===== config.mk =====
export PLATFORM = sky130hd
export DESIGN_NAME = read_order_gate
export DESIGN_NICKNAME = d
export VERILOG_FILES = /design/src/rtl/read_order_gate.sv
export SDC_FILE = /design/constraint.sdc
export NUM_CORES = 1
export LEC_CHECK = 0
export ABC_AREA = 1
export ABC_CLOCK_PERIOD_IN_PS = 2610
export BUFFER_PORTS_ARGS = -buffer_cell sky130_fd_sc_hd__buf_2
export CAP_MARGIN = 15
export CORE_UTILIZATION = 39
export CTS_CLUSTER_DIAMETER = 150
export DETAILED_ROUTE_END_ITERATION = 8
export GPL_TIMING_DRIVEN = 0
export PLACE_DENSITY = 0.77
export SYNTH_ARGS = -nofsm -noshare
export SYNTH_HDL_FRONTEND = slang
export SYNTH_SLANG_ARGS = --single-unit

===== constraint.sdc =====
create_clock -name clk -period 2.61 [get_ports clk]
set_input_delay 0.261 -clock clk [delete_from_list [all_inputs] [get_ports clk]]
set_output_delay 0.261 -clock clk [all_outputs]
set_load 0.005 [all_outputs]

===== src/rtl/read_order_gate.sv =====
// read_order_gate: AXI read ordering gate. Read data is only forwarded
// upstream when its ID matches the oldest outstanding read, so responses
// always come back in address-issue order without any reorder storage.
// Optional feature macro: RD_ORDER_LEN_CHECK_EN enables the burst length
// check that drives len_err; without it len_err is tied low.
module read_order_gate #(
  parameter int PID_WIDTH     = 4,
  parameter int PADDR_WIDTH   = 32,
  parameter int PLENGTH_WIDTH = 8,
  parameter int PSIZE_WIDTH   = 3,
  parameter int PDATA_WIDTH   = 4,
  parameter int DEPTH         = 8
) (
  input  logic                       clk,
  input  logic                       rst_n,
  input  logic [PID_WIDTH-1:0]       s_arid,
  input  logic [PADDR_WIDTH-1:0]     s_araddr,
  input  logic [PLENGTH_WIDTH-1:0]   s_arlen,
  input  logic [PSIZE_WIDTH-1:0]     s_arsize,
  input  logic [1:0]                 s_arburst,
  input  logic                       s_arvalid,
  output logic                       s_arready,
  output logic [PID_WIDTH-1:0]       m_arid,
  output logic [PADDR_WIDTH-1:0]     m_araddr,
  output logic [PLENGTH_WIDTH-1:0]   m_arlen,
  output logic [PSIZE_WIDTH-1:0]     m_arsize,
  output logic [1:0]                 m_arburst,
  output logic                       m_arvalid,
  input  logic                       m_arready,
  input  logic [PID_WIDTH-1:0]       m_rid,
  input  logic [8*PDATA_WIDTH-1:0]   m_rdata,
  input  logic [1:0]                 m_rresp,
  input  logic                       m_rlast,
  input  logic                       m_rvalid,
  output logic                       m_rready,
  output logic [PID_WIDTH-1:0]       s_rid,
  output logic [8*PDATA_WIDTH-1:0]   s_rdata,
  output logic [1:0]                 s_rresp,
  output logic                       s_rlast,
  output logic                       s_rvalid,
  input  logic                       s_rready,
  output logic [$clog2(DEPTH):0]     outstanding,
  output logic                       len_err
);

  localparam int PW = $clog2(DEPTH);
  localparam int CW = PW + 1;

  typedef enum logic [1:0] {ST_IDLE, ST_WAIT, ST_BURST} state_t;

  logic [PID_WIDTH-1:0]     idMem_q [DEPTH];
  logic [PW-1:0]            wrPtr_q;
  logic [PW-1:0]            rdPtr_q;
  logic [CW-1:0]            count_q;
  logic [CW-1:0]            count_d;
  logic [PLENGTH_WIDTH-1:0] beatCnt_q;
  state_t                   state_q;

  logic full;
  logic empty;
  logic push;
  logic pop;
  logic rHs;
  logic headMatch;
  logic [PID_WIDTH-1:0] headId;

  // Full/empty come only from the registered count, which keeps s_rready
  // out of the combinational cone of m_arvalid.
  assign full  = (count_q == CW'(DEPTH));
  assign empty = (count_q == '0);

  assign m_arid    = s_arid;
  assign m_araddr  = s_araddr;
  assign m_arlen   = s_arlen;
  assign m_arsize  = s_arsize;
  assign m_arburst = s_arburst;
  assign m_arvalid = s_arvalid & ~full;
  assign s_arready = m_arready & ~full;
  assign push      = m_arvalid & m_arready;

  assign headId    = idMem_q[rdPtr_q];
  assign headMatch = ~empty & (m_rid == headId);

  assign s_rid    = m_rid;
  assign s_rdata  = m_rdata;
  assign s_rresp  = m_rresp;
  assign s_rlast  = m_rlast;
  assign s_rvalid = m_rvalid & headMatch;
  assign m_rready = s_rready & headMatch;
  assign rHs      = m_rvalid & m_rready;
  assign pop      = rHs & m_rlast;

  assign outstanding = count_q;

  // Next outstanding count; a simultaneous push and pop cancel out.
  always_comb begin
    count_d = count_q;
    if (push && !pop) begin
      count_d = count_q + CW'(1);
    end else if (pop && !push) begin
      count_d = count_q - CW'(1);
    end
  end

  // Order queue of IDs with pointers wrapping naturally at DEPTH.
  always_ff @(posedge clk or negedge rst_n) begin
    if (!rst_n) begin
      for (int i = 0; i < DEPTH; i++) begin
        idMem_q[i] <= '0;
      end
      wrPtr_q <= '0;
      rdPtr_q <= '0;
      count_q <= '0;
    end else begin
      if (push) begin
        idMem_q[wrPtr_q] <= s_arid;
        wrPtr_q          <= wrPtr_q + PW'(1);
      end
      if (pop) begin
        rdPtr_q <= rdPtr_q + PW'(1);
      end
      count_q <= count_d;
    end
  end

  // Head tracking FSM together with the beat counter of the current burst.
  always_ff @(posedge clk or negedge rst_n) begin
    if (!rst_n) begin
      state_q   <= ST_IDLE;
      beatCnt_q <= '0;
    end else begin
      if (rHs) begin
        beatCnt_q <= m_rlast ? '0 : beatCnt_q + PLENGTH_WIDTH'(1);
      end
      case (state_q)
        ST_IDLE: begin
          if (push) state_q <= ST_WAIT;
        end
        ST_WAIT: begin
          if (rHs && !m_rlast) begin
            state_q <= ST_BURST;
          end else if (pop && count_d == '0) begin
            state_q <= ST_IDLE;
          end
        end
        ST_BURST: begin
          if (pop) state_q <= (count_d == '0) ? ST_IDLE : ST_WAIT;
        end
        default: state_q <= ST_IDLE;
      endcase
    end
  end

`ifdef RD_ORDER_LEN_CHECK_EN
  logic [PLENGTH_WIDTH-1:0] lenMem_q [DEPTH];
  logic [PLENGTH_WIDTH-1:0] headLen;
  logic                     lenMismatch;
  logic                     lenErr_q;

  assign headLen     = lenMem_q[rdPtr_q];
  assign lenMismatch = m_rlast ? (beatCnt_q != headLen) : (beatCnt_q == headLen);
  assign len_err     = lenErr_q;

  // Burst lengths stored alongside the IDs, written on the same push.
  always_ff @(posedge clk or negedge rst_n) begin
    if (!rst_n) begin
      for (int i = 0; i < DEPTH; i++) begin
        lenMem_q[i] <= '0;
      end
    end else if (push) begin
      lenMem_q[wrPtr_q] <= s_arlen;
    end
  end

  // One-cycle pulse when rlast arrives early/late relative to arlen.
  always_ff @(posedge clk or negedge rst_n) begin
    if (!rst_n) begin
      lenErr_q <= 1'b0;
    end else begin
      lenErr_q <= rHs & lenMismatch;
    end
  end
`else
  assign len_err = 1'b0;
`endif

endmodule

### After elaboration in Yosys (flattened, before gate mapping)

Cells that the tools add are included.

| operators by class | value |
|---|---|
| add/subtract/negate cells | 4 |
| multiply operators | 0 |
| divide/modulo/power cells | 0 |
| order comparisons | 3 |
| equal/unequal tests | 2 |
| shift operators | 0 |
| muxes and demuxes | 8 |
| bitwise operators | 12 |
| reductions and logical operators | 7 |

Operators with widths:

| kind | number |
|---|---|
| bitwise mux 32 bit | 1 |
| 2-to-1 mux 4 bit | 5 |
| binary-select mux 4 bit (select 3 bit) | 1 |
| demux 4 bit (select 3 bit) | 1 |
| AND 1 bit | 8 |
| greater-or-equal comparator 4 bit, second input constant | 2 |
| NOT 3 -> 4 bit | 2 |
| adder 3 x 1 -> 3 bit, second input constant | 2 |
| adder 4 x 1 -> 4 bit, second input constant | 1 |
| == test 4 bit | 1 |
| == test 4 bit, second input constant | 1 |
| zero test 4 bit | 1 |
| less-than comparator 4 x 1 -> 1 bit, second input constant | 1 |
| subtractor 4 x 1 -> 4 bit, second input constant | 1 |
| logical AND 1 bit | 3 |
| zero test 1 bit | 2 |
| NOT 1 bit | 2 |
| nonzero test 2 bit | 1 |

| storage, ports and cells | value |
|---|---|
| bits in registers | 42 |
| bits in latches | 0 |
| memory bits (writable) | 0 |
| ROM bits | 0 |
| bits of input ports | 94 |
| output and inout port bits | 97 |
| word-level logic and storage cells | 47 |
| memories kept | 0 |

### Longest topological paths before layout

| depth | value |
|---|---|
| word-level depth | 12 |
| depth in mapped cells | 20 |
| depth with buffers taken out | 19 |

### Worst setup path before layout

No wires, ideal clock.

| timing path | value |
|---|---|
| path type | register to register |
| from | reg rdPtr_q[0] |
| to | reg count_q[3] (netlist: outstanding[3]) |
| library setup time | 0.126 ns |
| arrival time | 2.437 ns |
| data required time | 2.484 ns |
| setup slack | 0.046 ns |
| cell stages (with the launch flop) | 21 |
| path buffers | 1 |
| clock period less this slack | 2.564 ns |
| cells stage by stage | dfrtp_1 buf_6 nor2_1 nor2_2 nand2_1 nand3_1 nand2_1 nand2_1 nand2_1 nand2_2 nor2_4 nand4_4 ha_1 inv_1 ha_1 a21o_1 a21oi_1 nand2_1 nand2_1 nor2_1 xor2_1 |

| between the ends | value |
|---|---|
| cells in the longest elaborated chain, start to end | 12 |
| elaborated cells on any way between the ends | 14 |
| those cells by class | eq/ne: 1; mux: 4; bitwise: 5; reduce/logical: 4 |

RTL lines:

| what | RTL line | RTL |
|---|---|---|
| start: declaration | 53 | `logic [PW-1:0] rdPtr_q;` |
| start signal: assignment | 120 | `rdPtr_q <= rdPtr_q + PW'(1);` |
| NOT 3 -> 4 bit (not written as such) (*) | 81 | `assign headId = idMem_q[rdPtr_q];` |
| binary-select mux 4 bit (select 3 bit) (*) | 81 |  |
| 2-to-1 mux 4 bit (not written as such) (*) (2 in series) | 81 |  |
| == test 4 bit (*) | 82 | `assign headMatch = ~empty & (m_rid == headId);` |
| AND 1 bit (*) | 82 |  |
| AND 1 bit (*) | 89 | `assign m_rready = s_rready & headMatch;` |
| AND 1 bit (*) | 90 | `assign rHs = m_rvalid & m_rready;` |
| AND 1 bit (*) | 91 | `assign pop = rHs & m_rlast;` |
| zero test 1 bit | 98 | `if (push && !pop) begin` |
| logical AND 1 bit | 98 |  |
| 2-to-1 mux 4 bit or nonzero test 2 bit (tied branches) | -- |  |
| end signal: assignment | 122 | `count_q <= count_d;` |
| end: declaration | 54 | `logic [CW-1:0] count_q;` |

Mark *: on every way between the ends. The rest lies on a longest branch, timed or not. The select of a mux whose other input is x is not followed.
A chain may end at the register's enable or synchronous reset.

### Worst setup path after layout

Ends and elaborated chain as after synthesis.

==> out/qor.txt <==
Post-Synth Simple-Gate Area - 23.8%
Post-DP HPWL - 5990 um
# H-tree levels - 2
Worst path slowest cell - dfrtp_2
CP Buf/Inv Count - 2
Delay-heaviest family, CP - simple AND/OR/NAND/NOR gates
CTS tree - done
Min Tclk post-route - 2.57 ns
Bufs on Longest Clock Path - 2
Design area - 3950 um^2
Maximum vdd ir drop - 335 uV
Setup violations, final - 0
Routed Antenna Nets - 0
Die X - 90.3 um
Mapped Cells - 398
Register area share after synthesis - 34.6%
Crit path kind - flip-flop to flip-flop
Die Y - 90.3 um
Worst Path Max Fanout - 5
CTS Buf Count - 5
Total Power - 0.00334 W
Share of layout cells above drive strength 1 - 49.5%
Root Buffer - clkbuf_8
F_max - 388 MHz
Filler cells - 705
Number of max-slew violations in the final report - 0
DIE AREA - 8150 um^2
Initial antenna violation count - 0
Drt total wl - 7650 um
Placeable Area - 7410 um^2
Distinct cells, synth - 27
CP cell instances - buf_6 > nor2_2 > nor2_1 > nand2_1 > nand3_2 > nand3b_1 > nand3_2 > nor2_4 > nand4_4 > ha_4 > inv_4 > ha_4 > a21o_1 > a21oi_2 > nand2_1 > nand2_1 > nor2_1 > xor2_1
Antenna cells - 0
Crit-path max cell delay - 0.46 ns
Hold/Removal Path Class - input pin to asynchronous set/reset pin
Routability congestion estimate - 0.882
All-Layer GR Usage - 18.8%
Fin Setup TNS - 0 ns
Via count - 2,767
Largest net degree at the start of global routing - 43
Skew final - 0.00545 ns
Crit path arrival time - 2.75 ns
Nets@finish - 625
Outcome - complete, no violations
Most frequent cells in the layout - buf_2 (111), buf_4 (98), nand2_1 (94)
TritonRoute pass-1 iters - 4
Main combinational cell family by area after synthesis - buffers and inverters
IO buf count - 110
CTS sink cnt - 42
PD cells - 847 nW/um^2
First-pass GRT wire length - 12,300 um
Area of the mapped netlist - 3040 um^2
Synth Area per Inst - 7.63 um^2
Register area - 1050 um^2
Drt wl/cell - 12.3 um
Worst-Margin Slew - 0.915 ns
Grt total ovfl - 0
Placed inst area - 3710 um^2
Initial Util - 41.0%
Number of global-route vias before repair - 2,580
Syn Nets - 498
Post-synthesis register bit count - 42
Multi-input gate area - 1140 um^2
Residual DRC - 0
Crit. Startpoint - rdPtr_q[0]
Synth Area in Compound Gates - 6.59%
Leakage - 2.25 nW
Startpoint Class - flip-flop
RSZ-0062 raised after global routing - true
I/O pins - 191
Fin crit share - 98.7%
Clk_lat worst skew - 0.29 ns
Required @ worst endpoint - 2.78 ns
Max-cap violation count - 0
Vias per inst - 4.43
CTS clk-pin slew, worst paths - 0.07 ns
XOR/XNOR share of the synthesized area - 1.73%
Area growth, synth to finish - 29.9%
Worst Setup End Kind - flip-flop
Placement Rows - 31
Adder-cell share of the synthesized area - 2.72%
Worst path most repeated cell - nand2_1
Final hold viol count - 0
DR iter-0 viols - 183
R2r startpoint - rdPtr_q[0]
Commonest non-fill, non-tap cell in the layout - buf_2
Multiplexer area fraction after synthesis - 0%
Worst rel slew slack - 39.0%
Ys Warns - 0
[final timing paths]
check	end	slack (ns)	depth (start not counted)
hold reg to reg	idMem_q[26]	0.49	2
min in group clk	rdPtr_q[1]	0.29	3
setup / recovery	outstanding[3]	0.04	18
max in group asynchronous	rdPtr_q[0]	1.87	1
hold / removal	idMem_q[11]	0.11	1
setup reg to reg	outstanding[3]	0.04	18
[cell type report]
cell class              count  share of cell area (%)
inverters                  54                    5.20
repair buffers            120                    15.9
flip-flops and latches     42                    26.7
multi-input cells         208                    28.9
well taps                  99                    3.14
clock buffers               7                    1.93
plain buffers              94                    18.3
[state kept, by name, summed over array words and instances (netlist names)]
register / flops
rdPtr_q: 3
outstanding: 4
idMem_q: 32
wrPtr_q: 3
[metal layers]
metal / part of all wire [%] / global-route usage (%)
met1: 39 / 23.0
met5: 0 / 0
met3: 7.7 / 3.62
met2: 52 / 33.8
met4: 1.2 / 4.70
[cell usage after synthesis]
library cell  number  area (um^2)
nand2_2            7         43.8
o21ai_1           14         70.1
nand4_1            3         18.8
o21ai_0           20          100
fa_1               1         20.0
nand3b_1           1         7.51
or2_4              1         8.76
clkinv_1           1         3.75
buf_6              4         45.0
ha_1               5         62.6
dfrtp_1           42         1050
a31oi_1            2         12.5
nor2_2             1         6.26
nor2_1            21         78.8
a21oi_1            2         10.0
a21o_1             1         7.51
nand4_4            1         21.3
inv_1             50          188
xnor2_1            2         17.5
buf_4             90          676
conb_1             1         3.75
nor2_4             2         22.5
xor2_1             4         35.0
nand3_1           16         80.1
inv_2              3         11.3
nand2_1           95          357
nand3_2            8         80.1
[power by group]
part	switching, W	internal, W
Sequential	0.000221	0.000939
Combinational	0.000985	0.000813
Clock	0.000202	0.000184
[what timing repair did]
item / in CTS / in global routing
setup endpoints to repair: 1 / 1
buffers inserted: 6 / 2
resized for setup: 16 / 8
gates cloned: 2 / 0
hold buffers: 0 / 0
pin swaps: 19 / 10
[logic make-up (layout without fill, tap and decap cells)]
family,after synthesis,after routing
other cells,1,1
fa+ha+maj,6,6
simple gates,156,156
flops,42,42
compound gates,39,39
buf+inv,148,275
xor+xnor,6,6
[worst register-to-register path, delay by kind of cell (launching register included)]
kind / cells / cell delay [ns]
AND/OR/NAND/NOR: 11 / 0.96
buffers and inverters: 2 / 0.23
AO/OA/AOI/OAI: 2 / 0.30
XOR/XNOR: 1 / 0.13
adder cells (fa/ha/maj): 2 / 0.38
flip-flops: 1 / 0.46
[metrics by stage]
stage | worst slack [ns] | util (%) | instances | hold WS [ns]
floorplan | 0.0461 | - | 398 | -0.0346
global placement | -0.148 | 50.1 | 607 | 0.434
detailed placement | -0.288 | 50.1 | 607 | 0.450
CTS | 0.0153 | 52.8 | 622 | 0.136
global route | -0.142 | 53.3 | 624 | 0.170
finish | 0.0351 | 53.3 | 624 | 0.108
(Power assumes the default switching activity.)
